===== src/rtl/hack_kbd_pkg.sv =====
// Shared constants, types and scancode mapping for the PS/2 keyboard front end.
// Optional feature macro: PS2_SHIFT_EN (Shift tracking, lowercase and shifted ASCII).
package hack_kbd_pkg;

    // Hack special-key codes
    localparam logic [7:0] KEY_NEWLINE   = 8'd128;
    localparam logic [7:0] KEY_BACKSPACE = 8'd129;
    localparam logic [7:0] KEY_LEFT      = 8'd130;
    localparam logic [7:0] KEY_UP        = 8'd131;
    localparam logic [7:0] KEY_RIGHT     = 8'd132;
    localparam logic [7:0] KEY_DOWN      = 8'd133;
    localparam logic [7:0] KEY_HOME      = 8'd134;
    localparam logic [7:0] KEY_END       = 8'd135;
    localparam logic [7:0] KEY_PGUP      = 8'd136;
    localparam logic [7:0] KEY_PGDN      = 8'd137;
    localparam logic [7:0] KEY_INSERT    = 8'd138;
    localparam logic [7:0] KEY_DELETE    = 8'd139;
    localparam logic [7:0] KEY_ESC       = 8'd140;
    localparam logic [7:0] KEY_F1        = 8'd141;
    localparam logic [7:0] KEY_F12       = 8'd152;

    // Set-2 prefix and modifier scancodes
    localparam logic [7:0] SC_EXT    = 8'hE0;
    localparam logic [7:0] SC_BRK    = 8'hF0;
    localparam logic [7:0] SC_PAUSE  = 8'hE1;
    localparam logic [7:0] SC_LSHIFT = 8'h12;
    localparam logic [7:0] SC_RSHIFT = 8'h59;

    // Bytes following E1 that belong to the Pause sequence
    localparam logic [2:0] PAUSE_SKIP = 3'd7;

`ifdef PS2_SHIFT_EN
    localparam bit SHIFT_EN = 1'b1;
`else
    localparam bit SHIFT_EN = 1'b0;
`endif

    typedef enum logic [1:0] {
        RX_IDLE   = 2'd0,
        RX_DATA   = 2'd1,
        RX_PARITY = 2'd2,
        RX_STOP   = 2'd3
    } rx_state_t;

    // shiftable marks main-block keys whose character changes with Shift
    typedef struct packed {
        logic       shiftable;
        logic [7:0] code;
    } hack_map_t;

    // key = {extended, scancode}; code 0 means the key is unmapped
    function automatic hack_map_t hack_map(input logic [8:0] key);
        hack_map_t m;
        m.code      = 8'd0;
        m.shiftable = 1'b0;
        case (key)
            9'h01C: m.code = "A";   9'h032: m.code = "B";   9'h021: m.code = "C";
            9'h023: m.code = "D";   9'h024: m.code = "E";   9'h02B: m.code = "F";
            9'h034: m.code = "G";   9'h033: m.code = "H";   9'h043: m.code = "I";
            9'h03B: m.code = "J";   9'h042: m.code = "K";   9'h04B: m.code = "L";
            9'h03A: m.code = "M";   9'h031: m.code = "N";   9'h044: m.code = "O";
            9'h04D: m.code = "P";   9'h015: m.code = "Q";   9'h02D: m.code = "R";
            9'h01B: m.code = "S";   9'h02C: m.code = "T";   9'h03C: m.code = "U";
            9'h02A: m.code = "V";   9'h01D: m.code = "W";   9'h022: m.code = "X";
            9'h035: m.code = "Y";   9'h01A: m.code = "Z";
            9'h016: m.code = "1";   9'h01E: m.code = "2";   9'h026: m.code = "3";
            9'h025: m.code = "4";   9'h02E: m.code = "5";   9'h036: m.code = "6";
            9'h03D: m.code = "7";   9'h03E: m.code = "8";   9'h046: m.code = "9";
            9'h045: m.code = "0";   9'h029: m.code = " ";   9'h00E: m.code = 8'd96;
            9'h04E: m.code = "-";   9'h055: m.code = "=";   9'h054: m.code = "[";
            9'h05B: m.code = "]";   9'h05D: m.code = 8'd92; 9'h04C: m.code = ";";
            9'h052: m.code = 8'd39; 9'h041: m.code = ",";   9'h049: m.code = ".";
            9'h04A: m.code = "/";
            default: m.code = 8'd0;
        endcase
        if (m.code != 8'd0) begin
            m.shiftable = 1'b1;
        end else begin
            case (key)
                9'h05A, 9'h15A: m.code = KEY_NEWLINE;
                9'h066: m.code = KEY_BACKSPACE;
                9'h16B: m.code = KEY_LEFT;    9'h175: m.code = KEY_UP;
                9'h174: m.code = KEY_RIGHT;   9'h172: m.code = KEY_DOWN;
                9'h16C: m.code = KEY_HOME;    9'h169: m.code = KEY_END;
                9'h17D: m.code = KEY_PGUP;    9'h17A: m.code = KEY_PGDN;
                9'h170: m.code = KEY_INSERT;  9'h171: m.code = KEY_DELETE;
                9'h076: m.code = KEY_ESC;
                9'h005: m.code = KEY_F1;      9'h006: m.code = 8'd142;
                9'h004: m.code = 8'd143;      9'h00C: m.code = 8'd144;
                9'h003: m.code = 8'd145;      9'h00B: m.code = 8'd146;
                9'h083: m.code = 8'd147;      9'h00A: m.code = 8'd148;
                9'h001: m.code = 8'd149;      9'h009: m.code = 8'd150;
                9'h078: m.code = 8'd151;      9'h007: m.code = KEY_F12;
                // Keypad keys report their ASCII glyph and ignore Shift
                9'h070: m.code = "0";   9'h069: m.code = "1";   9'h072: m.code = "2";
                9'h07A: m.code = "3";   9'h06B: m.code = "4";   9'h073: m.code = "5";
                9'h074: m.code = "6";   9'h06C: m.code = "7";   9'h075: m.code = "8";
                9'h07D: m.code = "9";   9'h071: m.code = ".";   9'h07C: m.code = "*";
                9'h07B: m.code = "-";   9'h079: m.code = "+";   9'h14A: m.code = "/";
                default: m.code = 8'd0;
            endcase
        end
        return m;
    endfunction

    // US-layout shifted character of a main-block key; letters stay uppercase
    function automatic logic [7:0] shift_ascii(input logic [7:0] c);
        case (c)
            "1": return "!";   "2": return "@";   "3": return "#";   "4": return "$";
            "5": return "%";   "6": return "^";   "7": return "&";   "8": return "*";
            "9": return "(";   "0": return ")";   8'd96: return "~"; "-": return "_";
            "=": return "+";   "[": return "{";   "]": return "}";   8'd92: return 8'd124;
            ";": return ":";   8'd39: return 8'd34; ",": return "<"; ".": return ">";
            "/": return "?";
            default: return c;
        endcase
    endfunction

    function automatic logic [7:0] to_lower(input logic [7:0] c);
        return (c >= "A" && c <= "Z") ? c + 8'd32 : c;
    endfunction

endpackage


===== src/rtl/ps2_rx.sv =====
// PS/2 frame receiver: line synchronisers, clock glitch filter, frame FSM
// with mid-frame timeout. Emits one byte_valid pulse per good frame.
module ps2_rx
    import hack_kbd_pkg::*;
#(
    parameter int FILTER_LEN  = 8,
    parameter int TIMEOUT_CYC = 50000
) (
    input  logic       clk,
    input  logic       reset,
    input  logic       ps2_clk,
    input  logic       ps2_data,
    output logic [7:0] rx_byte,
    output logic       byte_valid,
    output logic       frame_err
);

    localparam int FW = (FILTER_LEN > 1) ? $clog2(FILTER_LEN) : 1;
    localparam int TW = (TIMEOUT_CYC > 1) ? $clog2(TIMEOUT_CYC) : 1;

    logic          clk_p0, clk_p1, dat_p0, dat_p1;
    logic          flt_clk;
    logic [FW-1:0] flt_cnt;
    logic          flt_flip, fall;
    rx_state_t     state, next_state;
    logic [2:0]    bit_cnt;
    logic [TW-1:0] to_cnt;
    logic [7:0]    shift_q;
    logic          par_q;
    logic          timeout, good_c, err_c;

    // Two-flop synchronisers; both lines idle high
    always_ff @(posedge clk or posedge reset) begin
        if (reset) begin
            clk_p0 <= 1'b1;
            clk_p1 <= 1'b1;
            dat_p0 <= 1'b1;
            dat_p1 <= 1'b1;
        end else begin
            clk_p0 <= ps2_clk;
            clk_p1 <= clk_p0;
            dat_p0 <= ps2_data;
            dat_p1 <= dat_p0;
        end
    end

    // Level filter: the filtered clock follows only after FILTER_LEN differing samples
    assign flt_flip = (clk_p1 != flt_clk) && (flt_cnt == FW'(FILTER_LEN - 1));
    assign fall     = flt_flip && flt_clk;

    always_ff @(posedge clk or posedge reset) begin
        if (reset) begin
            flt_clk <= 1'b1;
            flt_cnt <= '0;
        end else if (clk_p1 == flt_clk) begin
            flt_cnt <= '0;
        end else if (flt_flip) begin
            flt_clk <= clk_p1;
            flt_cnt <= '0;
        end else begin
            flt_cnt <= flt_cnt + 1'b1;
        end
    end

    // A fall in the same cycle suppresses the timeout
    assign timeout = (state != RX_IDLE) && !fall && (to_cnt == TW'(TIMEOUT_CYC - 1));

    // Frame FSM state register
    always_ff @(posedge clk or posedge reset) begin
        if (reset) state <= RX_IDLE;
        else       state <= next_state;
    end

    // Frame FSM next-state logic
    always_comb begin
        next_state = state;
        case (state)
            RX_IDLE:   if (fall && !dat_p1) next_state = RX_DATA;
            RX_DATA:   if (fall && bit_cnt == 3'd7) next_state = RX_PARITY;
                       else if (timeout)            next_state = RX_IDLE;
            RX_PARITY: if (fall || timeout) next_state = (fall ? RX_STOP : RX_IDLE);
            RX_STOP:   if (fall || timeout) next_state = RX_IDLE;
            default:   next_state = RX_IDLE;
        endcase
    end

    // Frame FSM outputs: good frame needs odd parity and a high stop bit
    always_comb begin
        good_c = (state == RX_STOP) && fall && dat_p1 && (^{shift_q, par_q});
        err_c  = timeout
               || ((state == RX_IDLE) && fall && dat_p1)
               || ((state == RX_STOP) && fall && !(dat_p1 && (^{shift_q, par_q})));
    end

    // Bit counter, timeout counter and registered status pulses
    always_ff @(posedge clk or posedge reset) begin
        if (reset) begin
            bit_cnt    <= 3'd0;
            to_cnt     <= '0;
            byte_valid <= 1'b0;
            frame_err  <= 1'b0;
        end else begin
            byte_valid <= good_c;
            frame_err  <= err_c;
            if (state == RX_IDLE)            bit_cnt <= 3'd0;
            else if (state == RX_DATA && fall) bit_cnt <= bit_cnt + 3'd1;
            if (state == RX_IDLE || fall)    to_cnt <= '0;
            else                             to_cnt <= to_cnt + 1'b1;
        end
    end

    // Data path: LSB-first shift, parity capture, byte hand-off
    always_ff @(posedge clk) begin
        if (state == RX_DATA && fall)   shift_q <= {dat_p1, shift_q[7:1]};
        if (state == RX_PARITY && fall) par_q   <= dat_p1;
        if (good_c)                     rx_byte <= shift_q;
    end

endmodule


===== src/rtl/ps2_keyboard.sv =====
// PS/2 keyboard front end for the Hack memory-mapped keyboard word.
// Decodes set-2 make/break/extended/Pause sequences into Hack key codes.
// Optional feature macro: PS2_SHIFT_EN (Shift tracking, lowercase and shifted ASCII).
module ps2_keyboard
    import hack_kbd_pkg::*;
#(
    parameter int FILTER_LEN  = 8,
    parameter int TIMEOUT_CYC = 50000
) (
    input  logic        clk,
    input  logic        reset,
    input  logic        ps2_clk,
    input  logic        ps2_data,
    output logic [15:0] kb,
    output logic        key_strobe,
    output logic        frame_err
);

    logic [7:0] rx_byte;
    logic       rx_byte_valid;
    logic       ext_q, brk_q, last_vld;
    logic [2:0] skip_q;
    logic [8:0] key_c, last_key;
    logic [7:0] code_c, kb_lo;
    logic       is_prefix, key_byte, shift_held;
    hack_map_t  map_c;

    ps2_rx #(
        .FILTER_LEN  (FILTER_LEN),
        .TIMEOUT_CYC (TIMEOUT_CYC)
    ) u_rx (
        .clk        (clk),
        .reset      (reset),
        .ps2_clk    (ps2_clk),
        .ps2_data   (ps2_data),
        .rx_byte    (rx_byte),
        .byte_valid (rx_byte_valid),
        .frame_err  (frame_err)
    );

    assign is_prefix = (rx_byte == SC_EXT) || (rx_byte == SC_BRK) || (rx_byte == SC_PAUSE);
    assign key_byte  = rx_byte_valid && (skip_q == 3'd0) && !is_prefix;
    assign key_c     = {ext_q, rx_byte};
    assign kb        = {8'h00, kb_lo};

    // Scancode to Hack code, with Shift applied to main-block keys when enabled
    always_comb begin
        map_c  = hack_map(key_c);
        code_c = map_c.code;
        if (SHIFT_EN && map_c.shiftable)
            code_c = shift_held ? shift_ascii(map_c.code) : to_lower(map_c.code);
    end

`ifdef PS2_SHIFT_EN
    logic shift_lq, shift_rq;

    // Track both Shift keys; they are unmapped so kb never reports them
    always_ff @(posedge clk or posedge reset) begin
        if (reset) begin
            shift_lq <= 1'b0;
            shift_rq <= 1'b0;
        end else if (key_byte && !ext_q) begin
            if (rx_byte == SC_LSHIFT) shift_lq <= !brk_q;
            if (rx_byte == SC_RSHIFT) shift_rq <= !brk_q;
        end
    end

    assign shift_held = shift_lq || shift_rq;
`else
    assign shift_held = 1'b0;
`endif

    // Prefix tracking, Pause skipping and kb update on each received byte
    always_ff @(posedge clk or posedge reset) begin
        if (reset) begin
            kb_lo      <= 8'd0;
            key_strobe <= 1'b0;
            ext_q      <= 1'b0;
            brk_q      <= 1'b0;
            skip_q     <= 3'd0;
            last_key   <= 9'd0;
            last_vld   <= 1'b0;
        end else begin
            key_strobe <= 1'b0;
            if (rx_byte_valid) begin
                if (skip_q != 3'd0) begin
                    skip_q <= skip_q - 3'd1;
                end else if (rx_byte == SC_EXT) begin
                    ext_q <= 1'b1;
                end else if (rx_byte == SC_BRK) begin
                    brk_q <= 1'b1;
                end else if (rx_byte == SC_PAUSE) begin
                    skip_q <= PAUSE_SKIP;
                end else begin
                    ext_q <= 1'b0;
                    brk_q <= 1'b0;
                    if (code_c != 8'd0) begin
                        if (!brk_q) begin
                            kb_lo      <= code_c;
                            last_key   <= key_c;
                            last_vld   <= 1'b1;
                            key_strobe <= 1'b1;
                        end else if (last_vld && key_c == last_key) begin
                            // Releasing an older key of a rollover keeps the newer one
                            kb_lo    <= 8'd0;
                            last_vld <= 1'b0;
                        end
                    end
                end
            end
        end
    end

endmodule


===== config.mk =====
export PLATFORM = sky130hd
export DESIGN_NAME = ps2_keyboard
export DESIGN_NICKNAME = d
export VERILOG_FILES = /design/src/rtl/hack_kbd_pkg.sv /design/src/rtl/ps2_rx.sv /design/src/rtl/ps2_keyboard.sv
export SDC_FILE = /design/constraint.sdc
export NUM_CORES = 1
export LEC_CHECK = 0
export CORE_MARGIN = 10
export CORE_UTILIZATION = 62
export DETAILED_ROUTE_END_ITERATION = 8
export GPL_TIMING_DRIVEN = 1
export PLACE_DENSITY_LB_ADDON = 0.2
export SLEW_MARGIN = 20
export SYNTH_ARGS = -nofsm -noshare
export SYNTH_HDL_FRONTEND = slang
export SYNTH_HIERARCHICAL = 1
export SYNTH_SLANG_ARGS = --single-unit

===== constraint.sdc =====
create_clock -name clk -period 4.3 [get_ports clk]
set_input_delay 0.86 -clock clk [delete_from_list [all_inputs] [get_ports clk]]
set_output_delay 0.86 -clock clk [all_outputs]
set_load 0.02 [all_outputs]

Word level (Yosys, flattened, before mapping):

Memories as Yosys holds them, arrays and structs flattened. A register that Yosys moved wholly into a read port is not among the register bits.
Cells that the tools add are included.

* muxes and demuxes: 35
* add/subtract/negate cells: 4
* bitwise logic cells: 6
* equality and inequality tests: 63
* reduce and logical (&&, ||, !) cells: 40

Operators by type and width (count)
* $pmux W8 S40: 1
* $eq A9 B7 Y1 const B: 18
* $eq A9 B9 Y1 const B: 12
* $eq A9 B3 Y1 const B: 4
* $eq A9 B4 Y1 const B: 4
* $mux W8: 4
* $eq A8 B8 Y1 const B: 3
* $mux W3: 8
* $add A16 B1 Y16 const B: 1
* $eq A16 B16 Y1 const B: 1
* $logic_and A1 B1 Y1: 16
* $mux W16: 1
* $reduce_and A4 Y1: 4
* $reduce_bool A8 Y1: 2
* $reduce_and A7 Y1: 2
* $mux W1: 13
* $mux W2: 6
* $ne A2 B1 Y1 const B: 5
* $eq A9 B1 Y1 const B: 1
* $eq A9 B2 Y1 const B: 1
* $eq A9 B8 Y1 const B: 1
* $eq A9 B9 Y1: 1
* $reduce_xor A9 Y1: 1
* $ne A2 B2 Y1 const B: 4
* 18 further kinds: 34

* register bits: 72
* memories: 1
* logic and storage cells: 170
* ROM bits: 896
* input bits: 4

Memories
* (name not given): words 128, bits a word 7, read ports 1, clocked after Yosys merged registers in 1, write ports 0, line hack_kbd_pkg.sv:56 `case (key)`

Depth between registers and ports, before layout:

* word-level depth: 11
* mapped depth: 15
* depth with buffers taken out: 11

Modules after synthesis:

The synthesis kept the hierarchy.

By module, submodules not included
* ps2_keyboard: sequential area each 600.6 sq um, cells each 391, area an instance 3136.8 sq um, times used 1
* ps2_rx: sequential area each 1292.5 sq um, cells each 157, area an instance 2064.5 sq um, times used 1

Least setup slack after synthesis:

OpenSTA, ideal clock, no wires.

* path type: reg2reg
* start point: register u_rx.rx_byte[1]
* end point: register last_key[0]
* arrival: 3.033 ns
* setup slack: 1.142 ns
* cell stages (with the launch flop): 15
* path buffers: 3
* library setup time: 0.125 ns
* cells stage by stage: edfxtp_1 -> buf_2 -> inv_1 -> ha_1 -> buf_2 -> or4bb_1 -> o32ai_1 -> a211o_1 -> a211oi_1 -> and3_1 -> a31o_1 -> a31o_4 -> inv_4 -> buf_8 -> mux2_4

* word-level cells in the longest chain between the ends: 6
* elaborated cells between the ends (all ways): 52
* classes of those cells: 44 x eq/ne; 2 x mux; 3 x bitwise; 3 x reduce/logical

RTL lines
* start, declared: line ps2_rx.sv:13 `output logic [7:0] rx_byte,`
* start signal, assigned: line ps2_rx.sv:116 `if (good_c) rx_byte <= shift_q;`
* $eq A9 B7 Y1 or $eq A9 B9 Y1 (tied branches): line hack_kbd_pkg.sv:79 `case (key)`
* $reduce_or A2 Y1: line hack_kbd_pkg.sv:79
* $pmux W8 S40: line hack_kbd_pkg.sv:79
* $mux W8: line hack_kbd_pkg.sv:76 `if (m.code != 8'd0) begin`
* $reduce_bool A8 Y1: line ps2_keyboard.sv:97 `if (code_c != 8'd0) begin`
* $reduce_and A7 Y1 (no line) *
* end signal, assigned: line ps2_keyboard.sv:100 `last_key <= key_c;`
* end, declared: line ps2_keyboard.sv:23 `logic [8:0] key_c, last_key;`

Mark *: on every way between the ends. The rest lies on a longest branch, timed or not.
A chain may end at the register's enable or synchronous reset.

Worst setup path in the final report:

* start point: register u_rx.rx_byte[1]
* end point: register last_key[4]

Same word-level chain as after synthesis.

==> metrics.md <==
| Metric | Value |
|---|---|
| Slew Viols, Final | `0` |
| Drt drc | `0` |
| Area after DPL | `0.00527 mm2` |
| Die ar. | `0.0125 mm2` |
| Worst r2r src | `u_rx/rx_byte[1]` |
| Number of max-cap violations | `0` |
| CTS buffer count | `9` |
| Share of cells above drive strength 1 | `13.5%` |
| Critical path class | `flop to flop` |
| GRT Overall Usage | `21.5%` |
| Net Sw Power | `306 uW` |
| Int Power | `1040 uW` |
| Unique cell type count in the Yosys netlist | `90` |
| Reg2Reg Depth | `11` |
| Logic pwr share | `3.8%` |
| Commonest non-fill, non-tap cell in the layout | `dfrtp_1` |
| Period utilisation layout | `89.5%` |
| CTS Hold Bufs | `0` |
| WP data required | `4.54 ns` |
| CTS Root Cell | `clkbuf_8` |
| Total grt overflow | `0` |
| Sequential area share after synthesis | `36.4%` |
| Total number of yosys warnings | `6` |
| Routed vias | `4407` |
| Hold Path End | `u_rx/clk_p1` |
| Starting Density | `63.6%` |
| Vias per std cell | `6.76` |
| Commonest non-fill, non-tap cells in the layout | `dfrtp_1, nor2_1, nand2_1` |
| CP Launch Type | `flop` |
| Async set-reset flop share out of synthesis | `76.4%` |
| Setup Buffers After CTS | `0` |
| PD cells | `246 mW/mm2` |
| Hold_ws | `0.357 ns` |
| Final setup viols | `0` |
| Highest ir drop seen on vdd | `219 uV` |
| Die span in y | `112 um` |
| Setup_tns | `0 ns` |
| Syn_area_per_cell | `9.49 um2` |
| Clock power frac | `42.2%` |
| Cell Area, Synth | `0.00520 mm2` |
| Largest net degree at the start of global routing | `41` |
| Sequential share of power | `54.0%` |
| LEAKAGE | `0.00221 uW` |
| Initial antenna violation count | `0` |
| CP Capture Type | `flop` |
| Row count | `33` |
| Wirelength, routed | `13700 um` |
| RR Endpoint | `last_key[4]` |
| Gate count after technology mapping | `548` |
| First-pass GRT wire length | `22300 um` |
| Final Hold Vio Count | `0` |
| Die width | `112 um` |
| RSZ-0062 raised after global routing | `false` |
| Hold Path Cell Cnt | `0` |
| Final HPWL DP | `9490 um` |
| Initial DRT Pass Iterations | `5` |
| CP max FO | `19` |
| H-tree depth | `3` |
| Switching share of power | `22.7%` |
| Outcome | `finished, final reports clean` |
| Ys flop type | `dfrtp_1` |
| Drt wl/cell | `21.0 um` |
| R2r setup slk | `0.45 ns` |
| Fin crit period | `3.85 ns` |
| CTS Sinks | `72` |
| Resize count post-CTS | `0` |
| Clock Skew | `0.0158 ns` |
| Final Cell Area | `0.00548 mm2` |
| Antenna-violating nets left | `0` |
| Area Growth Syn to Fin | `5.41%` |
| Worst hold path type | `flop to flop` |
| Synth Register Bits | `72` |
| Worst-Margin Slew | `0.993 ns` |
| Core area | `0.00818 mm2` |
| Vias in the first global route | `4287` |
| Clock Path Buffers | `2` |
| FMAX | `0.260 GHz` |
| DRT iter0 DRCs | `475` |
| GP Congestion | `1.00` |
| IO buf count | `13` |
| Crit path arrival time | `4.09 ns` |
| Worst-Skew Late Latency | `0.35 ns` |
| # IOs | `22` |
| Final-stage net count | `560` |
| Hold_sp | `u_rx/clk_p0` |
| TritonCTS clock tree | `yes` |
| Number of diodes | `0` |
| Worst-path clk slew | `0.08 ns` |
| Number of flops mapped to enable cells by yosys | `17` |
| Slew headroom | `33.8%` |
-- cells by family after synthesis --
group / Yosys count / share of synthesized area (%)
and+or+nand+nor: 201 / 22.2
AOI/OAI and AO/OA: 143 / 20.0
DFF: 72 / 36.4
buffers and inverters: 68 / 7.77
xor gates and xnor gates: 29 / 5.41
muxes: 20 / 4.79
adders and majority gates: 14 / 3.37
other: 1 / 0.0721
-- layout make-up --
class | instances | area [um2]
Clock buffer | 11 | 153
Clock inverter | 5 | 60.1
Fill cell | 676 | 2690
Inverter | 21 | 81.3
Multi-Input combinational cell | 415 | 2930
Sequential cell | 72 | 1890
Tap cell | 105 | 131
Timing Repair Buffer | 23 | 230
-- power by group through the flow --
stage          combinational, uW  clock, uW  sequential, uW
3_5_place_dp                51.3          0             743
4_1_cts                     52.1        583             729
6_report                    50.9        570             729
5_1_grt                     58.3        610             732
3_3_place_gp                47.3          0             741
2_1_floorplan               43.9          0             739
-- routing by layer --
metal	share of wire, %	GRT usage [%]	vias up
met1	41	27.0	2087
met3	8.2	4.67	50
met2	48	35.1	262
met5	0	0	-
met4	3.5	9.08	0
li1	-	-	2008
-- cell usage after synthesis (4+ instances only) --
library cell / count / area share, %
ha_1: 14 / 3.4
and2_1: 5 / 0.60
a31oi_1: 12 / 1.4
o211ai_1: 8 / 1.2
nand4_1: 11 / 1.3
nand3_1: 23 / 2.2
a21oi_1: 17 / 1.6
nor2b_1: 13 / 1.6
nor4_2: 4 / 0.96
buf_6: 8 / 1.7
inv_1: 19 / 1.4
a22o_1: 11 / 1.9
dfrtp_1: 50 / 24
mux2i_1: 4 / 0.77
nand2_1: 26 / 1.9
edfxtp_1: 17 / 9.8
nor3_1: 12 / 1.2
clkbuf_1: 5 / 0.36
nor4_1: 5 / 0.60
dfstp_2: 5 / 2.5
mux2_4: 7 / 2.0
xor2_1: 8 / 1.3
o22ai_1: 5 / 0.60
mux2_2: 8 / 1.7
nor2_1: 44 / 3.2
buf_2: 18 / 1.7
o21ai_0: 25 / 2.4
nand2b_1: 15 / 1.8
a211oi_1: 11 / 1.6
and3_1: 6 / 0.72
o21ai_1: 4 / 0.38
buf_4: 14 / 2.0
xnor2_1: 19 / 3.2
-- worst max-delay path by stage --
| stage | from | to | slack (ns) |
|---|---|---|---|
| after global placement | u_rx/rx_byte[1] | last_key[4] | 0.63 |
| after floorplan | u_rx/rx_byte[1] | last_key[0] | 1.14 |
| after global routing | u_rx/rx_byte[1] | last_key[4] | 0.28 |
| after CTS | u_rx/rx_byte[1] | last_key[4] | 0.54 |
| after detailed placement | u_rx/rx_byte[1] | last_key[4] | 0.54 |
| final | u_rx/rx_byte[1] | last_key[4] | 0.45 |
-- critical path, stage by stage, from the launching register on --
cell and delay, ns:
edfxtp_1 0.59, inv_1 0.24, ha_1 0.67, or4bb_1 0.53, o32ai_1 0.21, a211o_1 0.18
a211oi_1 0.07, and3_1 0.25, a31o_1 0.21, a31o_4 0.28, inv_4 0.15, mux2_2 0.36
-- stage by stage --
stage / cells / util (%) / power (uW) / setup slack, ns
after CTS: 652 / 67.0 / 1360 / 0.537
after detailed placement: 636 / 64.4 / 794 / 0.539
final: 652 / 67.1 / 1350 / 0.453
after floorplan: 555 / - / 783 / 1.14
after global routing: 652 / 67.1 / 1400 / 0.275
after global placement: 636 / 64.4 / 789 / 0.631
-- sequential cells by signal, summed over array words and instances (netlist names), 2 cells and up --
register	flops
kb_lo	8
last_key	9
skip_q	3
u_rx/bit_cnt	3
u_rx/flt_cnt	3
u_rx/rx_byte	8
u_rx/shift_q	8
u_rx/state	2
u_rx/to_cnt	16
Note: power is estimated with default switching activity, not from simulation.
